==> src/rtl/sr_drv_pkg.sv <==
// Shared types and widths for the SR latch pulse driver.
package sr_drv_pkg;

  localparam int CNT_W = 8;  // pulse_count width
  localparam int TMR_W = 8;  // pulse/guard timer width

  typedef enum logic [1:0] {
    ST_IDLE  = 2'd0,
    ST_PULSE = 2'd1,
    ST_GUARD = 2'd2
  } state_e;

endpackage

==> src/rtl/sr_latch_pulse_driver_if.sv <==
// Level-request handshake between an upstream requester and the pulse driver.
interface sr_latch_pulse_driver_if;

  logic req_valid;
  logic req_level;
  logic req_ready;

  modport master (output req_valid, output req_level, input req_ready);
  modport slave  (input req_valid, input req_level, output req_ready);

endinterface

==> src/rtl/sr_drv_timer.sv <==
// Loadable down-counter timing both the pulse and the guard interval.
// done flags the final cycle of an interval (count==1) or an idle/zero count.
module sr_drv_timer
  import sr_drv_pkg::*;
(
  input  logic             clk,
  input  logic             rst_n,
  input  logic             load,
  input  logic [TMR_W-1:0] load_val,
  output logic             done
);

  logic [TMR_W-1:0] count_q;

  // Load on request, otherwise count down to zero and hold there.
  always_ff @(posedge clk or negedge rst_n) begin
    if (!rst_n) begin
      count_q <= {TMR_W{1'b0}};
    end else if (load) begin
      count_q <= load_val;
    end else if (count_q != {TMR_W{1'b0}}) begin
      count_q <= count_q - TMR_W'(1);
    end else begin
      count_q <= count_q;
    end
  end

  assign done = (count_q == TMR_W'(1)) || (count_q == {TMR_W{1'b0}});

endmodule

==> src/rtl/sr_latch_pulse_driver.sv <==
// Turns level requests into single S or R pulses for a downstream SR latch,
// followed by a guard interval. Tracks the commanded latch level so that
// requests matching the known level are consumed without a pulse.
module sr_latch_pulse_driver
  import sr_drv_pkg::*;
#(
  parameter int PULSE_W = 4,  // 1..255
  parameter int GUARD_W = 2   // 0..255, 0 skips the guard interval
) (
  input  logic                     clk,
  input  logic                     rst_n,
  sr_latch_pulse_driver_if.slave   req,
  output logic                     s,
  output logic                     r,
  output logic                     busy,
  output logic                     q_model,
  output logic                     q_known,
  output logic [CNT_W-1:0]         pulse_count
);

  localparam logic [TMR_W-1:0] PULSE_LD = TMR_W'(PULSE_W);
  localparam logic [TMR_W-1:0] GUARD_LD = TMR_W'(GUARD_W);

  state_e           state_q, state_d;
  logic             target_q, target_d;
  logic             s_q, s_d;
  logic             r_q, r_d;
  logic             q_model_q, q_model_d;
  logic             q_known_q, q_known_d;
  logic [CNT_W-1:0] cnt_q, cnt_d;
  logic             tmr_load;
  logic [TMR_W-1:0] tmr_load_val;
  logic             tmr_done;

  sr_drv_timer u_timer (
    .clk      (clk),
    .rst_n    (rst_n),
    .load     (tmr_load),
    .load_val (tmr_load_val),
    .done     (tmr_done)
  );

  // Next-state logic: S and R are only ever driven from the single target bit,
  // so they cannot be high together.
  always_comb begin
    state_d      = state_q;
    target_d     = target_q;
    s_d          = 1'b0;
    r_d          = 1'b0;
    q_model_d    = q_model_q;
    q_known_d    = q_known_q;
    cnt_d        = cnt_q;
    tmr_load     = 1'b0;
    tmr_load_val = {TMR_W{1'b0}};
    case (state_q)
      ST_IDLE: begin
        if (req.req_valid) begin
          if (q_known_q && (req.req_level == q_model_q)) begin
            state_d = ST_IDLE;  // already at that level: consume silently
          end else begin
            target_d     = req.req_level;
            tmr_load     = 1'b1;
            tmr_load_val = PULSE_LD;
            state_d      = ST_PULSE;
            s_d          = req.req_level;
            r_d          = ~req.req_level;
          end
        end else begin
          state_d = ST_IDLE;
        end
      end
      ST_PULSE: begin
        if (tmr_done) begin
          q_model_d = target_q;
          q_known_d = 1'b1;
          cnt_d     = cnt_q + CNT_W'(1);
          if (GUARD_W == 0) begin
            state_d = ST_IDLE;
          end else begin
            tmr_load     = 1'b1;
            tmr_load_val = GUARD_LD;
            state_d      = ST_GUARD;
          end
        end else begin
          s_d = target_q;
          r_d = ~target_q;
        end
      end
      ST_GUARD: begin
        if (tmr_done) begin
          state_d = ST_IDLE;
        end else begin
          state_d = ST_GUARD;
        end
      end
      default: begin
        state_d = ST_IDLE;
      end
    endcase
  end

  // State and output registers; async reset clears pulses immediately.
  always_ff @(posedge clk or negedge rst_n) begin
    if (!rst_n) begin
      state_q   <= ST_IDLE;
      target_q  <= 1'b0;
      s_q       <= 1'b0;
      r_q       <= 1'b0;
      q_model_q <= 1'b0;
      q_known_q <= 1'b0;
      cnt_q     <= {CNT_W{1'b0}};
    end else begin
      state_q   <= state_d;
      target_q  <= target_d;
      s_q       <= s_d;
      r_q       <= r_d;
      q_model_q <= q_model_d;
      q_known_q <= q_known_d;
      cnt_q     <= cnt_d;
    end
  end

  assign req.req_ready = (state_q == ST_IDLE);
  assign busy          = (state_q != ST_IDLE);
  assign s             = s_q;
  assign r             = r_q;
  assign q_model       = q_model_q;
  assign q_known       = q_known_q;
  assign pulse_count   = cnt_q;

endmodule
==> src/flat_wrapper.sv <==
// flat-port wrapper written by rule: the top's interface ports become plain ports
module sr_latch_pulse_driver_flat import sr_drv_pkg::*;
#(
  parameter int PULSE_W = 4,           
  parameter int GUARD_W = 2                                        
)
  (clk, rst_n, s, r, busy, q_model, q_known, pulse_count, req_req_valid, req_req_level, req_req_ready);
  sr_latch_pulse_driver_if req_i ();
  input  logic clk;
  input  logic rst_n;
  output logic s;
  output logic r;
  output logic busy;
  output logic q_model;
  output logic q_known;
  output logic [CNT_W-1:0] pulse_count;
  input wire logic [$bits(req_i.req_valid)-1:0] req_req_valid;
  input wire logic [$bits(req_i.req_level)-1:0] req_req_level;
  output wire logic [$bits(req_i.req_ready)-1:0] req_req_ready;
  assign req_i.req_valid = req_req_valid;
  assign req_i.req_level = req_req_level;
  assign req_req_ready = req_i.req_ready;
  sr_latch_pulse_driver #(.PULSE_W(PULSE_W), .GUARD_W(GUARD_W)) u_core (.clk(clk), .rst_n(rst_n), .req(req_i), .s(s), .r(r), .busy(busy), .q_model(q_model), .q_known(q_known), .pulse_count(pulse_count));
endmodule
==> config.mk <==
export PLATFORM = sky130hd
export DESIGN_NAME = sr_latch_pulse_driver_flat
export DESIGN_NICKNAME = d
export VERILOG_FILES = /design/src/rtl/sr_drv_pkg.sv /design/src/rtl/sr_latch_pulse_driver_if.sv /design/src/rtl/sr_drv_timer.sv /design/src/rtl/sr_latch_pulse_driver.sv /design/src/flat_wrapper.sv
export SDC_FILE = /design/constraint.sdc
export NUM_CORES = 1
export LEC_CHECK = 0
export CAP_MARGIN = 20
export CORE_ASPECT_RATIO = 1.5
export CORE_MARGIN = 5
export CORE_UTILIZATION = 51
export DETAILED_ROUTE_END_ITERATION = 8
export PLACE_DENSITY = 0.84
export SYNTH_ARGS = -nofsm -noshare
export SYNTH_HDL_FRONTEND = slang
export SYNTH_SLANG_ARGS = --single-unit
==> constraint.sdc <==
create_clock -name clk -period 2.3 [get_ports clk]
set_input_delay 0.46 -clock clk [delete_from_list [all_inputs] [get_ports clk]]
set_output_delay 0.46 -clock clk [all_outputs]
set_load 0.05 [all_outputs]
==> results of run 1 <==
## layer usage
metal	GRT usage, %	up-vias	part of all wire, %
met4	7.071	0	1.9
met1	19.39	400	39
met3	2.667	5	2.7
met2	31.05	10	57
met5	0	-	0
li1	-	398	-
## logic make-up (layout without fill, tap and decap cells)
group,count (synthesis),in the layout,share of synthesized area [%]
and+or+nand+nor,38,38,20.87
DFF,23,23,51.34
muxes,2,2,2.009
AOI/OAI and AO/OA,14,14,8.037
buffers and inverters,7,30,3.125
adders and majority gates,4,4,4.464
xor gates and xnor gates,13,13,10.16
## registers in the layout, indices dropped and copies added, names as in the netlist
register	cells
u_core.r	1
u_core.s	1
u_core.pulse_count	8
u_core.u_timer.count_q	8
u_core.q_model	1
u_core.target_q	1
u_core.state_q	2
u_core.q_known	1
## worst paths after layout
kind / start / to / cells past startpoint
max in group asynchronous: rst_n / u_core.u_timer.count_q[2] / 2
worst max-delay path: u_core.state_q[1] / busy / 3
worst min-delay path: rst_n / u_core.u_timer.count_q[5] / 2
min in group clk: u_core.pulse_count[7] / u_core.pulse_count[7] / 1
worst min register to register: u_core.pulse_count[7] / u_core.pulse_count[7] / 1
worst max register to register: u_core.u_timer.count_q[6] / u_core.pulse_count[1] / 4
## cell type report
type	count	area, sq um
inverter	5	18.77
fill	162	711.9
multi-input combinational	71	510.5
sequential	23	575.6
clock inverter	1	7.507
clock buffer	3	22.52
tap	22	27.53
timing repair buffer	21	202.7
## cell usage in the layout (no fill, tap or decap), drive strengths merged, types with 3 or more instances in the layout
cell type       n
buf             4
or2             3
ha              4
xnor2          12
o21ai           4
nand2           6
clkdlybuf4s50  16
inv             5
nor2            7
dfrtp          23
or4             3
nand4           4
clkbuf          3
a21oi           3
## worst max-delay path, cell delays in order, from the launching register on
cell	delay, ps
sky130_fd_sc_hd__dfrtp_1	440
sky130_fd_sc_hd__nor2_1	180
sky130_fd_sc_hd__inv_1	60
sky130_fd_sc_hd__clkdlybuf4s50_1	710
## per-stage QoR
stage | power [W] | setup slack [ps] | hold slack [ps] | cells | util (%)
final | 0.002015 | 127.6 | 449.1 | 146 | 65.72
after floorplan | 0.001487 | 268.6 | 164.4 | 101 | -
after CTS | 0.002033 | 54.29 | 458.9 | 146 | 65.60
after global routing | 0.002171 | 58.13 | 469.0 | 146 | 65.72
after global placement | 0.001780 | 319.9 | 460.4 | 142 | 64.16
after detailed placement | 0.001832 | 214.2 | 471.7 | 142 | 64.16
## power groups by stage
stage	logic, W	registers, W	clock network [W]
4_1_cts	0.00112	0.000708	0.000201
6_report	0.00111	0.000710	0.000196
3_3_place_gp	0.00107	0.000705	0
2_1_floorplan	0.000608	0.000879	0
5_1_grt	0.00122	0.000738	0.000215
3_5_place_dp	0.00112	0.000716	0
==> metrics.md, run 1 <==
| Metric | Value |
|---|---|
| Final Wtd Congestion | `between 0.7 and 0.8` |
| I/O pin cnt | `18` |
| Top fanout value on the critical path | `4` |
| IR Drop Worst-Case VDD | `roughly 1200 uV` |
| Kind of critical path | `reg -> out` |
| Combinational Power Share | `a little under three fifths` |
| Part of the total power dissipated in the clock network | `a little under 10%` |
| Switching component of the power | `around 0.00094 W` |
| Clock root buffer | `sky130_fd_sc_hd__clkbuf_4` |
| Length of the first detailed-routing pass in iterations | `4` |
| Final worst clock skew | `between 15 and 20 ps` |
| Minimum clock period | `about 2200 ps` |
| Most instantiated library cell after synthesis | `sky130_fd_sc_hd__dfrtp_1` |
| Cell Area, Synth | `about 0.0011 sq mm` |
| Pin count of the biggest net entering global routing | `24` |
| Distinct cell type count after synthesis | `34` |
| Total placed instance area | `about 0.0013 sq mm` |
| Leakage dissipation | `slightly above 0.6 nW` |
| Warnings from Yosys | `0` |
| Antenna violations before repair | `0` |
| Clock tree from TritonCTS | `yes` |
| Die area | `around 0.0033 sq mm` |
| Switching power as a share of total power | `~47%` |
| HPWL Detailed | `between 1500 and 2000 microns` |
| Share of the clock period used by the worst path after layout | `a little over nine tenths` |
| Vias/cell | `roughly 5.6` |
| Fin. Hold Viols | `0` |
| Count of flip-flops with a built-in enable after synthesis | `0` |
| Register area share after synthesis | `51.34%` |
| Area leader, netlist | `sky130_fd_sc_hd__dfrtp_1` |
| Number of max-cap violations | `0` |
| Worst-Margin Slew | `roughly 500 ps` |
| Starting density of the core | `53.98%` |
| Maximum root-to-sink buffer count | `2` |
| Number of global-route vias before repair | `around 920` |
| Sinks on Clock Net | `23` |
| Total track usage | `between 15 and 20%` |
| Routed Wire Length | `2216 microns` |
| Buffers added on ports | `17` |
| HP Class | `in -> async` |
| Ranking of synthesized cells by area | `sky130_fd_sc_hd__dfrtp_1 51%, sky130_fd_sc_hd__xnor2_1 9.4%, sky130_fd_sc_hd__ha_1 4.5%` |
| Max Clock Freq | `approximately 460 MHz` |
| Final design instance area without fill | `around 0.0014 sq mm` |
| Total internal power | `~0.0011 W` |
| Sum Neg Setup Slack | `0 ps` |
| Via Count | `813` |
| Total DRC errors in the routed layout | `0` |
| Num rows | `20` |
| Number of clock buffers inserted by TritonCTS | `3` |
| Share of synthesized flip-flops with an asynchronous set or reset | `100.0%` |
| Required @ worst endpoint | `1840 ps` |
| Kind of end point of the critical path | `primary output` |
| Gate count of the mapped netlist | `a little over 100` |
| Number of storage elements in the synthesis netlist | `23` |
| H-tree levels | `1` |
| Post-route antenna net violation count | `0` |
| Number of buffers inserted by hold repair at cts | `0` |
| Total core area | `between 0.002 and 0.0025 sq mm` |
| Net count of the mapped netlist | `approximately 110` |
| Number of violations reported at the end of detailed-routing iteration 0 | `8` |
| First-pass GRT wire length | `4077 microns` |
| Arrival time worst endpoint | `about 1700 ps` |
| Post-CTS setup buffers | `0` |
| Share of the synthesized area in the top cell type | `51.34%` |
| Sort of element at the start of the critical path | `register` |
| Outcome | `complete, no violations` |
| Ys flop type | `sky130_fd_sc_hd__dfrtp_1` |
| Worst-skew pair later-pin latency | `330 ps` |
| Avg Synthesized Cell Area | `~11 sq um` |
| Setup slack on the worst flop-to-flop path | `approximately 300 ps` |
| Slew Limit Headroom | `65.76%` |
| Power density normalized to cell area | `1476 mW/mm^2` |
| Inserted Diodes | `0` |
| Most frequent cells after synthesis | `23 x sky130_fd_sc_hd__dfrtp_1, 12 x sky130_fd_sc_hd__xnor2_1, 7 x sky130_fd_sc_hd__nor2_1, 6 x sky130_fd_sc_hd__nand2_1, 5 x sky130_fd_sc_hd__inv_1` |
| Share of cells above drive strength 1 | `15.32%` |
| Detailed-route wire length per cell | `approximately 15 microns` |
| Area delta synth->final | `21.76%` |
| Clock transition at path regs | `roughly 140 ps` |
| Die height | `approximately 67 microns` |
| Die X-Extent | `about 48 microns` |
| Setup repair after global routing missed its margin | `no` |
| Proportion of power drawn by flip-flops and latches | `35.2%` |
| Number of max-slew violations in the final report | `0` |
| Net count reported at finish | `about 130` |
| Total global routing overflow | `0` |
| Finish-stage setup viols | `0` |
| Count of instances resized after the clock tree is built | `0` |
(Power assumes the default switching activity.)
==> inputs of run 2 (changes only) <==
--- a/config.mk
+++ b/config.mk
@@ -7,7 +7,6 @@
 export LEC_CHECK = 0
 export CAP_MARGIN = 20
 export CORE_ASPECT_RATIO = 1.5
-export CORE_MARGIN = 5
 export CORE_UTILIZATION = 51
 export DETAILED_ROUTE_END_ITERATION = 8
 export PLACE_DENSITY = 0.84
==> run 2 against run 1 <==
Effect of this change: sequential power fell by 0.7%; largest power group unchanged; non-clock buffer count did not move; cell count did not move; utilization rose by 0.68 points.
==> metrics.md, run 2 (synthesized netlist as in run 1, its figures left out) <==
| Metric | Value |
|---|---|
| Footprint of the multi-input gates | `510.5 sq um (unchanged)` |
| Pin count of the biggest net entering global routing | `24 (unchanged)` |
| Sort of element at the start of the critical path | `register` |
| Number of max-slew violations in the final report | `0 (unchanged)` |
| Part of the total power dissipated in the clock network | `9.1% (-0.6 points)` |
| Required @ worst endpoint | `1840 ps (about the same)` |
| Number of clock buffers inserted by TritonCTS | `3 (unchanged)` |
| Number of global-route vias before repair | `778 (-16%)` |
| Net count reported at finish | `133 (unchanged)` |
| Slew Limit Headroom | `64.59% (-1.2 points)` |
| Number of buffers inserted by hold repair at cts | `0 (unchanged)` |
| Die height | `59.42 microns (-12%)` |
| Num rows | `20 (unchanged)` |
| I/O pin cnt | `18 (unchanged)` |
| Minimum clock period | `2134 ps (-37.91 ps)` |
| Setup slack on the worst flop-to-flop path | `350 ps (+50 ps)` |
| Count of instances resized after the clock tree is built | `0 (unchanged)` |
| Leakage dissipation | `0.6089 nW (+0.62%)` |
| Detailed-route wire length per cell | `13.97 microns (-8.0%)` |
| First-pass GRT wire length | `3201 microns (-21%)` |
| Buffers added on ports | `17 (unchanged)` |
| Sinks on Clock Net | `23 (unchanged)` |
| Arrival time worst endpoint | `1670 ps (-40 ps)` |
| Antenna violations before repair | `0 (unchanged)` |
| Outcome | `complete, no violations` |
| Maximum root-to-sink buffer count | `2 (unchanged)` |
| Share of the clock period used by the worst path after layout | `92.80% (-1.6 points)` |
| Setup repair after global routing missed its margin | `no` |
| Switching component of the power | `0.0009132 W (-3.1%)` |
| Clock tree from TritonCTS | `yes` |
| Area delta synth->final | `21.54%` |
| Post-CTS setup buffers | `0 (unchanged)` |
| Top library cells by usage in the layout, fill and taps aside | `23 x sky130_fd_sc_hd__dfrtp_1, 16 x sky130_fd_sc_hd__clkdlybuf4s50_1, 12 x sky130_fd_sc_hd__xnor2_1, 7 x sky130_fd_sc_hd__nor2_1, 6 x sky130_fd_sc_hd__nand2_1` |
| Finish-stage setup viols | `0 (unchanged)` |
| Share of cells above drive strength 1 | `15.32% (unchanged)` |
| Kind of critical path | `reg -> out` |
| Met1 wire length | `860 microns (unchanged)` |
| Length of the first detailed-routing pass in iterations | `4 (unchanged)` |
| HPWL Detailed | `1564 microns (-8.6%)` |
| Sum Neg Setup Slack | `0 ps (unchanged)` |
| Most common cell after layout, fill and taps aside | `sky130_fd_sc_hd__dfrtp_1` |
| Die area | `0.002393 sq mm (-26%)` |
| Final design instance area without fill | `0.001363 sq mm (-0.18%)` |
| Via Count | `818 (+0.62%)` |
| Proportion of power drawn by flip-flops and latches | `35.6% (+0.4 points)` |
| Worst setup path startpoint | `u_core.state_q[1]` |
| Total internal power | `0.001071 W (-0.26%)` |
| Met2 wire len | `1081 microns (-14%)` |
| Worst-Margin Slew | `517.7 ps (+17.11 ps)` |
| IR Drop Worst-Case VDD | `1184 uV (-2.1%)` |
| Total placed instance area | `0.001333 sq mm (unchanged)` |
| Crit path max-delay cell type | `sky130_fd_sc_hd__clkdlybuf4s50_1` |
| Final-layout fill cell count | `160 (-1.2%)` |
| Worst-skew pair later-pin latency | `310 ps (-20 ps)` |
| Post-route antenna net violation count | `0 (unchanged)` |
| Vias/cell | `5.603 (+0.62%)` |
| Routed Wire Length | `2039 microns (-8.0%)` |
| Fin. Hold Viols | `0 (unchanged)` |
| Number of max-cap violations | `0 (unchanged)` |
| HP Class | `in -> async` |
| H-tree levels | `1 (unchanged)` |
| Final Wtd Congestion | `0.8447 (+6.5%)` |
| Switching power as a share of total power | `46.03% (-0.71 points)` |
| Worst hold slack across all endpoints | `475.6 ps (+26.54 ps)` |
| Top fanout value on the critical path | `4 (unchanged)` |
| Detailed-routed wire length on met3 | `54 microns (-8.5%)` |
| Max Clock Freq | `468.5 MHz (+1.8%)` |
| Clock root buffer | `sky130_fd_sc_hd__clkbuf_4` |
| Total global routing overflow | `0 (unchanged)` |
| Inserted Diodes | `0 (unchanged)` |
| Clock transition at path regs | `120 ps (-20 ps)` |
| Final worst clock skew | `5.601 ps (-10.53 ps)` |
| Starting density of the core | `54.63% (+0.66 points)` |
| Area used by sequential logic in the layout | `575.6 sq um (unchanged)` |
| Total track usage | `19.58% (+2.2 points)` |
| Kind of end point of the critical path | `primary output` |
| Worst reg2reg path depth | `4 (unchanged)` |
| Worst reg2reg path startpoint | `u_core.u_timer.count_q[6]` |
| Number of violations reported at the end of detailed-routing iteration 0 | `9 (+1)` |
| Total DRC errors in the routed layout | `0 (unchanged)` |
| Highest metal layer with signal wires | `met4` |
| Total core area | `0.002052 sq mm (-1.2%)` |
| Worst setup endpoint | `busy` |
| Power density normalized to cell area | `1456 mW/mm^2 (-1.4%)` |
| Endpoint of the worst register-to-register path | `u_core.q_model` |
| Largest stage delay on the critical path | `710 ps (about the same)` |
| Worst path cell trace | `nor2_1, inv_1, clkdlybuf4s50_1` |
| Worst Setup Slack post-DPL | `236.8 ps (+22.54 ps)` |
| Combinational Power Share | `55.4% (+0.3 points)` |
| Setup WS post-layout | `165.5 ps (+37.91 ps)` |
| Die X-Extent | `40.28 microns (-17%)` |
-- run 2: changes by cell type in the layout (fill, tap and decap cells not counted), sizes merged --
cell	previous run	this run
clkinv	0	1
clkinvlp	1	0
-- run 2: critical path, delay by kind of cell (launching register included) --
kind	cells	cell delay, ps
buf+inv	2	770
flops	1	430
simple gates	1	170
-- run 2: per-stage QoR --
stage	power, W	cells	utilization (%)
6_report	0.001984	146	66.40
5_1_grt	0.002108	146	66.40
4_1_cts	0.001995	146	66.28
3_5_place_dp	0.001818	142	64.94
3_3_place_gp	0.001777	142	64.94
2_1_floorplan	0.001487	101	-
-- run 2: area by class of cell --
cell class	count	share of cell area, %
sequential	23	42.24
multi-input combinational	71	37.47
inverter	5	1.377
tap	22	2.020
timing repair buffer	21	14.88
clock inverter	1	0.3673
clock buffer	3	1.653
-- run 2: routing by layer --
metal | GRT usage, % | up-vias
li1 | - | 397
met5 | 0 | -
met4 | 9.048 | 0
met2 | 33.18 | 14
met3 | 3.383 | 6
met1 | 22.92 | 401
-- run 2: worst min path at each step --
stage | start | end | slack [ps] | cells after the start
5_1_grt | rst_n | u_core.r | 510 | 2
6_report | rst_n | u_core.u_timer.count_q[5] | 480 | 2
4_1_cts | u_core.pulse_count[7] | u_core.pulse_count[7] | 480 | 1
2_1_floorplan | rst_n | u_core.pulse_count[0] | 160 | 0
3_3_place_gp | u_core.pulse_count[7] | u_core.pulse_count[7] | 460 | 1
3_5_place_dp | u_core.pulse_count[7] | u_core.pulse_count[7] | 470 | 1
-- run 2: power groups by stage --
stage	Sequential, W	Clock, W	Combinational (W)
after floorplan	0.000879	0	0.000608
final	0.000705	0.000180	0.00110
after CTS	0.000706	0.000181	0.00111
after detailed placement	0.000715	0	0.00110
after global routing	0.000729	0.000196	0.00118
after global placement	0.000705	0	0.00107
==> RTL change: new RTL, settings of run 2 <==
Set the package constant `CNT_W` to 10 (it was 8).
--- a/src/rtl/sr_drv_pkg.sv
+++ b/src/rtl/sr_drv_pkg.sv
@@ -1,7 +1,7 @@
 // Shared types and widths for the SR latch pulse driver.
 package sr_drv_pkg;
 
-  localparam int CNT_W = 8;  // pulse_count width
+  localparam int CNT_W = 10;  // pulse_count width
   localparam int TMR_W = 8;  // pulse/guard timer width
 
   typedef enum logic [1:0] {
Ports: changed (resized pulse_count); port bits go from 18 to 20. No check against the original RTL was run, so the function may have changed too.
==> RTL change against run 2 <==
  * Routed wire length grew 13%
  * Die area up 5.9%
  * Sequential cell count grew 2
  * First-iteration DRC count rose by 110%
  * Area after synthesis rose by 6.1%
  * Worst setup slack got worse by 0.024 ns
  * Largest cell class unchanged
  * Power is 3.4% lower
  * Cell area is 5.9% higher
  * Clock power is 9% higher
==> RTL change: results (changes against run 2) <==
drt_wl_total_um: 2300  # was 2040 µm
grt_pass1_vias: 918  # was 778
syn_area_um2: 1190  # was 1120 µm²
fin_skew_ns: 0.0116  # was 0.00560 ns
drtIter0Drc: 19  # was 9
cp_max_fo: 3  # was 4
power_leakage_uw: 0.000661  # was 0.000609 µW
placed_area_um2: 1410  # was 1330 µm²
regToRegEndpoint: "u_core.u_timer.count_q[4]$_DFFE_PN0P_"  # was u_core.q_model$_DFFE_PN0P_
timing.hold.ws_ns: 0.474  # was 0.476 ns
r2r_start: "u_core.u_timer.count_q[0]$_DFFE_PN0P_"  # was u_core.u_timer.count_q[6]$_DFFE_PN0P_
syn_nets: 120  # was 109
ys_top_cells_by_area: "dfrtp_1, xnor2_1, nand2_1, ha_1, xor2_1"  # was dfrtp_1, xnor2_1, ha_1, nor2_1, nand4_1
grt_max_degree: 26  # was 24
h-tree-depth: 1  # unchanged
yosys.cell_types.count: 29  # was 34
grt.met2_usage_pct: 37.9  # was 33.2%
dpl_worst_slack_ns: 0.444  # was 0.237 ns
gr-usage-all-layers_pct: 20.9  # was 19.6%
peakVddDrop_uv: 877  # was 1180 µV
grt_util_met3_pct: 2.35  # was 3.38%
portBuffers: 19  # was 17
routed_via_density: 5.66  # was 5.60
ys_seq_area_share_pct: 52.6  # was 51.3%
yosys-top-cells-count: "dfrtp_1, nand2_1, xnor2_1, nor2_1, inv_1"  # was dfrtp_1, xnor2_1, nor2_1, nand2_1, inv_1
fin_cells: 159  # was 146
cp.arrival_ns: 1.70  # was 1.67 ns
grt_pass1_wl_um: 3940  # was 3200 µm
r2r_slack_ns: 0.48  # was 0.35 ns
gp_congestion: 0.793  # was 0.845
clk_pin_slew_ns: 0.14  # was 0.12 ns
reg2reg_depth: 6  # was 4
clk_latency_ns: 0.33  # was 0.31 ns
status: "finished clean"  # unchanged
layout-drive-gt1-share_pct: 7.35  # was 15.3%
relSlewSlack_pct: 65.1  # was 64.6%
use_met1_pct: 23.2  # was 22.9%
nNetsFinal: 145  # was 133
[RTL change: worst max-delay path, delay by kind of cell, from the launching register on]
family | cells | cell delay [ns]
buffers and inverters | 2 | 0.77
DFF | 1 | 0.43
and+or+nand+nor | 1 | 0.18
[RTL change: layer usage]
metal,part of all wire [%],up-vias
li1,-,431
met1,41,448
met2,54,17
met3,2.1,4
met4,2.4,0
met5,0,-
[RTL change: cell type report]
cell class | count | area (µm²)
clock inverters | 1 | 5.00
well taps | 23 | 28.8
fillers | 185 | 764
inverters | 7 | 26.3
flip-flops and latches | 25 | 626
multi-input cells | 79 | 527
clock buffers | 3 | 22.5
repair buffers | 21 | 208
[RTL change: power groups by stage]
stage	sequential, µW	combinational, µW	clock [µW]
floorplan	869	569	0
global route	738	1090	223
finish	711	1010	197
global placement	713	975	0
CTS	713	1020	201
detailed placement	723	1010	0
[RTL change: worst max path at each step]
stage	depth (start not counted)	slack [ns]	to
6_report	3	0.14	busy
5_1_grt	3	0.06	busy
4_1_cts	2	0.07	req_req_ready
3_5_place_dp	2	0.44	req_req_ready
3_3_place_gp	2	0.47	req_req_ready
2_1_floorplan	2	0.28	busy
[RTL change: cells by family (layout without fill, tap and decap cells)]
family / count (synthesis) / after routing / synth area share (%)
AND/OR/NAND/NOR: 44 / 44 / 20.1
adder cells (fa/ha/maj): 4 / 4 / 4.21
flip-flops: 25 / 25 / 52.6
XOR/XNOR: 15 / 15 / 11.0
AO/OA/AOI/OAI: 15 / 15 / 8.10
multiplexers: 1 / 1 / 0.841
buffers and inverters: 8 / 32 / 3.15
